[config.mk]
export PLATFORM = sky130hd
export DESIGN_NAME = gpio_ctrl
export DESIGN_NICKNAME = d
export VERILOG_FILES = /design/src/rtl/gpio_ctrl.sv
export SDC_FILE = /design/constraint.sdc
export NUM_CORES = 1
export LEC_CHECK = 0
export ABC_AREA = 1
export BUFFER_PORTS_ARGS = -buffer_cell sky130_fd_sc_hd__buf_2
export CAP_MARGIN = 20
export CORE_UTILIZATION = 39
export CTS_BUF_LIST = sky130_fd_sc_hd__clkbuf_8
export DETAILED_ROUTE_END_ITERATION = 8
export PLACE_DENSITY = 0.68
export SLEW_MARGIN = 20
export SYNTH_ARGS = -nofsm -noshare
export SYNTH_HDL_FRONTEND = slang
export SYNTH_SLANG_ARGS = --single-unit
[constraint.sdc]
create_clock -name clk -period 1.36 [get_ports clk]
set_input_delay 0.068 -clock clk [delete_from_list [all_inputs] [get_ports clk]]
set_output_delay 0.068 -clock clk [all_outputs]
set_load 0.02 [all_outputs]
[src/rtl/gpio_ctrl.sv]
// Memory-mapped GPIO block: output data and direction registers, atomic set/clear/toggle,
// synchronised input sampling with latched rising-edge events and a level interrupt.
module gpio_ctrl #(
    parameter int WIDTH       = 32,
    parameter int SYNC_STAGES = 2
) (
    input  logic             clk,
    input  logic             reset,
    input  logic             we,
    input  logic [2:0]       addr,
    input  logic [31:0]      wdata,
    output logic [31:0]      rdata,
    input  logic [WIDTH-1:0] gpio_in,
    output logic [WIDTH-1:0] gpio_out,
    output logic [WIDTH-1:0] gpio_oe,
    output logic             irq
);

    localparam logic [2:0] ADDR_OUT   = 3'd0;
    localparam logic [2:0] ADDR_DIR   = 3'd1;
    localparam logic [2:0] ADDR_SET   = 3'd2;
    localparam logic [2:0] ADDR_CLR   = 3'd3;
    localparam logic [2:0] ADDR_TGL   = 3'd4;
    localparam logic [2:0] ADDR_IN    = 3'd5;
    localparam logic [2:0] ADDR_IEN   = 3'd6;
    localparam logic [2:0] ADDR_ISTAT = 3'd7;

    logic [WIDTH-1:0] out_reg, dir_reg, ien_reg, istat_reg, prev_reg;
    logic [SYNC_STAGES-1:0][WIDTH-1:0] sync_reg;
    logic [WIDTH-1:0] wdata_w, in_sync, rise, w1c_mask, out_next;
    logic             unused_wdata;

    // Upper write-data bits beyond WIDTH have no register behind them.
    assign wdata_w      = wdata[WIDTH-1:0];
    assign unused_wdata = ^wdata;

    assign in_sync  = sync_reg[SYNC_STAGES-1];
    assign rise     = in_sync & ~prev_reg;
    assign w1c_mask = (we && addr == ADDR_ISTAT) ? wdata_w : '0;

    always_comb begin
        out_next = out_reg;
        if (we) begin
            case (addr)
                ADDR_OUT: out_next = wdata_w;
                ADDR_SET: out_next = out_reg | wdata_w;
                ADDR_CLR: out_next = out_reg & ~wdata_w;
                ADDR_TGL: out_next = out_reg ^ wdata_w;
                default:  out_next = out_reg;
            endcase
        end
    end

    always_ff @(posedge clk) begin
        if (reset) begin
            out_reg   <= '0;
            dir_reg   <= '0;
            ien_reg   <= '0;
            istat_reg <= '0;
            prev_reg  <= '0;
            sync_reg  <= '0;
        end else begin
            out_reg <= out_next;
            if (we && addr == ADDR_DIR) dir_reg <= wdata_w;
            if (we && addr == ADDR_IEN) ien_reg <= wdata_w;
            // A rising edge arriving with a clear of the same bit keeps the bit set.
            istat_reg <= (istat_reg & ~w1c_mask) | rise;
            prev_reg  <= in_sync;
            if (SYNC_STAGES > 1) sync_reg <= {sync_reg[SYNC_STAGES-2:0], gpio_in};
            else                 sync_reg <= gpio_in;
        end
    end

    always_comb begin
        rdata = '0;
        case (addr)
            ADDR_OUT:   rdata = 32'(out_reg);
            ADDR_DIR:   rdata = 32'(dir_reg);
            ADDR_IN:    rdata = 32'(in_sync);
            ADDR_IEN:   rdata = 32'(ien_reg);
            ADDR_ISTAT: rdata = 32'(istat_reg);
            default:    rdata = '0;
        endcase
    end

    assign gpio_out = out_reg;
    assign gpio_oe  = dir_reg;
    assign irq      = |(istat_reg & ien_reg);

endmodule

==> key figures, run 1 <==
Status
  • Status: finished, violations left
  • Failing checks: negative setup slack

Detailed routing
  • DRC Markers: 0
  • Final WL: 37300 um
  • Vias per std cell: 5.09
  • Wire per inst: 16.8 um
  • DR pass1 iterations: 5
  • Vias: 11300
  • Final ANT Viol Nets: 0
  • DR iter-0 viols: 811

STA
  • Final min period: 1700 ps
  • Fmax: 0.590 GHz
  • Period utilization: 1.25
  • RSZ-0062 raised after global routing: true
  • Final Max Slew Viols: 0
  • Final worst slack: -336 ps
  • Skew final: 11.1 ps
  • Fin. Hold Viols: 0
  • # setup viols final: 29
  • Setup TNS: -2140 ps
  • Slew HR: 0.688
  • Least-Margin Pin Slew: 468 ps
  • Hold WS: 99.7 ps

Clocking
  • CTS clock-pin slew for the worst setup and hold paths: 60 ps
  • Worst-skew pair later-pin latency: 540 ps
  • CTS root buf: clkbuf_8
  • Max Root-Sink Buffers: 3
  • CTS Buf Count: 40
  • CTS tree: done
  • CTS sink cnt: 224
  • H-tree Lvls: 2

GRT
  • Vias in the first global route: 11000
  • GR Util All Layers: 0.263
  • First-pass GRT wire length: 58700 um
  • Largest net degree at the start of global routing: 40
  • Global route total overflow: 0
  • Initial antenna violation count: 2

Placed design
  • Port buffer count: 166
  • Setup WS pre-CTS: -100 ps
  • Final HPWL DP: 25300 um
  • Placed Cells: 2069
  • Gpl congestion: 0.880

Synthesis
  • Most frequent cell after synthesis: nand2_1
  • Cell taking the most area after synthesis: dfxtp_1
  • Synth Warn #: 0
  • Most frequent cells after synthesis: 355 x nand2_1, 255 x inv_1, 224 x dfxtp_1
  • Synth Flop Type: dfxtp_1
  • Post-synth cell types: 25
  • Syn Inst Count: 1536
  • Number of flops mapped to enable cells by yosys: 0
  • Fraction of registers with async set/reset: 0
  • Syn nets: 1670
  • Syn Area/Cell: 7.01 sq um
  • Synth top area cells: dfxtp_1 42%, nand2_1 12%, inv_1 8.9%, ha_1 7.4%, nand3_1 5.3%
  • Synth top area share: 0.417
  • Post-Syn Area: 10800 sq um
  • Synth Register Bits: 224
  • Register area share after synthesis: 0.417

Floorplan
  • Rows: 60
  • Die H: 168 um
  • Die Width: 168 um
  • Initial core utilization: 0.398
  • Core area: 27000 sq um
  • Ports: 167
  • Die area: 28300 sq um

Setup path
  • Most common cell on crit path: nand2_1
  • Setup CP Type: register to output port
  • Critical path peak fanout: 3
  • Crit path cell chain: nand2_1 > nand2_1 > nor3_2 > nand4_1 > buf_6
  • CP required: 1290 ps
  • Critical path data arrival time: 1630 ps
  • CP startpoint kind: register
  • Crit path max-delay cell type: dfxtp_1
  • Crit path largest cell delay: 330 ps
  • Crit. End Element: output port

Power
  • Leakage power: 7.41 nW
  • PD cells: 1080 nW/um^2
  • Peak supply drop: 757 uV

Cells and area
  • Final nets: 1981
  • Layout Cells excl Fill: 2219
  • Area growth syn-to-layout: 38.5%
  • Core Util, Final: 0.552
  • Layout cells sized above 1: 0.251

Worst hold path
  • HP Class: primary input to register

Run
  • Max cap viols: 0
==> routing by layer <==
layer / up-vias / part of all wire / track usage
met4: 2 / 0.037 / 0.115
li1: 5496 / - / -
met3: 105 / 0.075 / 0.0522
met1: 5211 / 0.43 / 0.336
met2: 473 / 0.46 / 0.431
met5: - / 0.00035 / 0
==> through the flow <==
stage / power, W / cell area, sq um
floorplan: 0.00830 / 10800
global placement: 0.00921 / 12800
detailed placement: 0.00926 / 12800
CTS: 0.0161 / 14800
global route: 0.0167 / 14900
finish: 0.0161 / 14900
==> critical path, delay by kind of cell, from the launching register on <==
family        cells  cell delay (ps)
simple gates      4              570
flops             1              330
buf+inv           1              190
==> what timing repair did <==
item / 4_1_cts / 5_1_grt
hold buffers: 81 / 0
hold endpoints to repair: 108 / 0
pin swaps: 68 / 35
resized for setup: 137 / 36
setup endpoints to repair: 33 / 36
cloned: 0 / 0
buffers inserted: 6 / 0
==> worst paths after layout <==
path	start	cells past startpoint	slack, ps	to
max	ien_reg[10]$_SDFFE_PP0P_	5	-340	irq
min	we	4	100	ien_reg[3]$_SDFFE_PP0P_
max reg2reg	gpio_out[30]$_SDFFE_PP0P_	9	110	gpio_out[30]$_SDFFE_PP0P_
min reg2reg	sync_reg[25]$_SDFF_PP0_	2	400	in_sync[25]$_SDFF_PP0_
==> logic make-up (layout without fill, tap and decap cells) <==
kind of cell               Yosys count  count (layout)  synth area share
and+or+nand+nor                    663             663             0.260
buffers and inverters              355             696             0.130
AOI/OAI and AO/OA                  230             230             0.119
DFF                                224             224             0.417
adders and majority gates           64              64            0.0744
other                                0               1                 0
==> area by class of cell <==
cell class / count / area [sq um]
inverters: 264 / 993
clock inverters: 17 / 104
fillers: 2530 / 12100
multi-input cells: 957 / 5150
well taps: 341 / 427
flip-flops and latches: 224 / 4560
clock buffers: 55 / 757
repair buffers: 360 / 2920
diodes: 1 / 2.50
==> placed cells by master, fill, tap and decap left out, types with 15 or more instances in the layout <==
| cell type | n |
|---|---|
| dfxtp_1 | 165 |
| nand4_1 | 53 |
| o21ai_1 | 32 |
| buf_6 | 15 |
| buf_4 | 109 |
| o21ai_0 | 32 |
| nand3_1 | 113 |
| ha_1 | 64 |
| buf_2 | 132 |
| buf_12 | 23 |
| dfxtp_2 | 58 |
| a21oi_1 | 96 |
| a22oi_2 | 31 |
| clkbuf_8 | 55 |
| nor2_1 | 131 |
| nand2_1 | 338 |
| o22ai_1 | 32 |
| inv_1 | 260 |
| dlygate4sd3_1 | 81 |
==> power by group <==
group / switching [W] / internal [W] / leakage [nW]
Combinational: 0.00139 / 0.000979 / 5.08
Sequential: 0.000206 / 0.00686 / 1.86
Clock: 0.00286 / 0.00379 / 0.477
Power figures use the tool's default switching activity.
==> run 2: changes to the inputs <==
--- a/config.mk
+++ b/config.mk
@@ -8,10 +8,9 @@
 export ABC_AREA = 1
 export BUFFER_PORTS_ARGS = -buffer_cell sky130_fd_sc_hd__buf_2
 export CAP_MARGIN = 20
-export CORE_UTILIZATION = 39
-export CTS_BUF_LIST = sky130_fd_sc_hd__clkbuf_8
+export CORE_UTILIZATION = 45
 export DETAILED_ROUTE_END_ITERATION = 8
-export PLACE_DENSITY = 0.68
+export PLACE_DENSITY = 0.76
 export SLEW_MARGIN = 20
 export SYNTH_ARGS = -nofsm -noshare
 export SYNTH_HDL_FRONTEND = slang
==> key figures, run 2 (synthesis gave the netlist of run 1 again) <==
Power
  • Switch share: 0.264 (was 0.277)
  • Clock power share: 0.443 (was 0.413)
  • Leakage power: 7.18 nW (was 7.41 nW)
  • Peak supply drop: 1000 uV (was 757 uV)
  • Pint: 0.0124 W (was 0.0116 W)
  • NetSw: 0.00446 W (was 0.00445 W)
  • PD cells: 1150 nW/um^2 (was 1080 nW/um^2)
  • Sequential share of power: 0.420 (was 0.440)
  • Comb pwr share: 0.138 (was 0.147)

Clocking
  • CTS root buf: clkbuf_16 (was clkbuf_8)
  • Max Root-Sink Buffers: 3 (unchanged)
  • H-tree Lvls: 1 (was 2)
  • CTS clock-pin slew for the worst setup and hold paths: 60 ps (about the same)
  • CTS Buf Count: 24 (was 40)
  • Worst-skew pair later-pin latency: 540 ps (about the same)
  • CTS tree: done (unchanged)
  • CTS sink cnt: 224 (unchanged)

STA
  • Least-Margin Pin Slew: 469 ps (was 468 ps)
  • Skew final: 16.1 ps (was 11.1 ps)
  • Fin. Hold Viols: 0 (unchanged)
  • Final min period: 1720 ps (was 1700 ps)
  • Final Max Slew Viols: 0 (unchanged)
  • Fmax: 0.582 GHz (was 0.590 GHz)
  • Slew HR: 0.687 (was 0.688)
  • RSZ-0062 raised after global routing: true (unchanged)
  • Period utilization: 1.26 (was 1.25)
  • Final worst slack: -358 ps (was -336 ps)
  • # setup viols final: 27 (was 29)

GRT
  • First-pass GRT wire length: 57700 um (was 58700 um)
  • Vias in the first global route: 10900 (was 11000)
  • Initial antenna violation count: 0 (was 2)
  • Global route total overflow: 0 (unchanged)
  • Largest net degree at the start of global routing: 64 (was 40)
  • GR Util All Layers: 0.302 (was 0.263)

Floorplan
  • Die Width: 157 um (was 168 um)
  • Rows: 56 (was 60)
  • Ports: 167 (unchanged)
  • Die area: 24500 sq um (was 28300 sq um)
  • Initial core utilization: 0.459 (was 0.398)
  • Core area: 23500 sq um (was 27000 sq um)
  • Die H: 157 um (was 168 um)

Status
  • Status: finished, violations left (unchanged)
  • Failing checks: negative setup slack (unchanged)

Setup path
  • Setup CP Type: register to output port (unchanged)
  • Critical path peak fanout: 3 (unchanged)
  • Crit. End Element: output port (unchanged)
  • CP startpoint kind: register (unchanged)
  • Critical path's top delay family: simple AND/OR/NAND/NOR gates (unchanged)
  • Critical path data arrival time: 1650 ps (was 1630 ps)
  • Most common cell on crit path: nand4_1 (was nand2_1)
  • Crit path largest cell delay: 340 ps (was 330 ps)
  • Buf/Inv on CP: 1 (unchanged)
  • CP required: 1290 ps (about the same)
  • Crit path max-delay cell type: dfxtp_2 (was dfxtp_1)
  • Crit path cell chain: nand2_4 > nand4_1 > nor2_1 > nand4_1 > buf_6 (was nand2_1 > nand2_1 > nor3_2 > nand4_1 > buf_6)

Detailed routing
  • Final ANT Viol Nets: 0 (unchanged)
  • Wire per inst: 17.3 um (was 16.8 um)
  • DR iter-0 viols: 1358 (was 811)
  • Vias: 11600 (was 11300)
  • Final WL: 37100 um (was 37300 um)
  • DRC Markers: 0 (unchanged)
  • Vias per std cell: 5.42 (was 5.09)
  • DR pass1 iterations: 7 (was 5)

Cells and area
  • Area growth syn-to-layout: 36.4% (was 38.5%)
  • Fillers: 1939 (was 2530)
  • Final nets: 1937 (was 1981)
  • Layout cells sized above 1: 0.245 (was 0.251)
  • Most frequent cells in the layout: 336 x nand2_1, 250 x inv_1, 164 x dfxtp_1 (was 338 x nand2_1, 260 x inv_1, 165 x dfxtp_1)
  • Fin area: 14700 sq um (was 14900 sq um)
  • Most common cell after layout, fill and taps aside: nand2_1 (unchanged)

Placed design
  • Gpl congestion: 0.945 (was 0.880)
  • Port buffer count: 166 (unchanged)
  • Placed inst area: 12600 sq um (was 12800 sq um)
  • Final HPWL DP: 24000 um (was 25300 um)
  • Setup WS pre-CTS: -69.6 ps (was -100 ps)

Worst hold path
  • HP Class: primary input to register (unchanged)

Run
  • Max cap viols: 0 (unchanged)
[run 2: cell types whose count changed in the layout (fill, tap and decap cells not counted), moves of 3 or more]
cell / change
clkbuf_8: -51
clkbuf_16: +24
dlygate4sd3_1: -17
buf_4: -11
inv_1: -10
bufinv_16: +5
nand2_2: +5
clkinv_4: +3
nand2_4: -3
[run 2: worst paths after layout]
kind	startpoint	endpoint	slack, ps	depth (start not counted)
max	ien_reg[8]$_SDFFE_PP0P_	irq	-360	5
min	reset	sync_reg[14]$_SDFF_PP0_	20	3
max reg2reg	gpio_out[3]$_SDFFE_PP0P_	gpio_out[3]$_SDFFE_PP0P_	90	8
min reg2reg	sync_reg[30]$_SDFF_PP0_	in_sync[30]$_SDFF_PP0_	400	2
[run 2: power by group through the flow]
stage	logic (W)	clock network [W]	registers [W]
final	0.00232	0.00746	0.00708
after global placement	0.00199	0	0.00715
after global routing	0.00252	0.00781	0.00710
after detailed placement	0.00204	0	0.00716
after CTS	0.00225	0.00752	0.00705
after floorplan	0.00107	0	0.00723
[run 2: layout make-up]
class	instances	area (sq um)	area share
Multi-Input combinational cell	957	5140	0.350
Sequential cell	224	4560	0.311
Timing Repair Buffer	332	2680	0.182
Inverter	264	991	0.0675
Clock buffer	28	656	0.0447
Tap cell	319	399	0.0272
Clock inverter	16	255	0.0174
Antenna cell	1	2.50	0.000170
[run 2: through the flow]
step	cells	util	power [W]	setup TNS, ps	hold slack, ps
6_report	2141	0.626	0.0169	-1970	19.4
5_1_grt	2140	0.625	0.0174	-3200	29.9
4_1_cts	2142	0.621	0.0168	-2010	19.5
3_5_place_dp	2028	0.538	0.00920	-413	273
3_3_place_gp	2028	0.538	0.00914	0	267
2_1_floorplan	1536	-	0.00830	0	175
[run 2: per-layer routing]
metal	track usage	wire length [um]	vias to the layer above
li1	-	-	5399
met1	0.389	14700	5358
met2	0.487	16900	718
met3	0.0554	3820	139
met4	0.147	1630	0
met5	0	0	-
[run 2: repair_timing]
item,in CTS,in global routing
hold buffers,64,0
endpoints found under the hold margin,89,0
setup endpoints to repair,33,37
pin swaps,58,30
setup buffers,10,0
resized for setup,136,36
[run 2: worst reg2reg max path: stages, from the launching register on]
cell     delay, ps
dfxtp_1        460
inv_1           80
ha_1           280
nand3_1         90
nand2_1         50
inv_1           40
nand2_1         40
nand2_1         60
a21oi_1         50
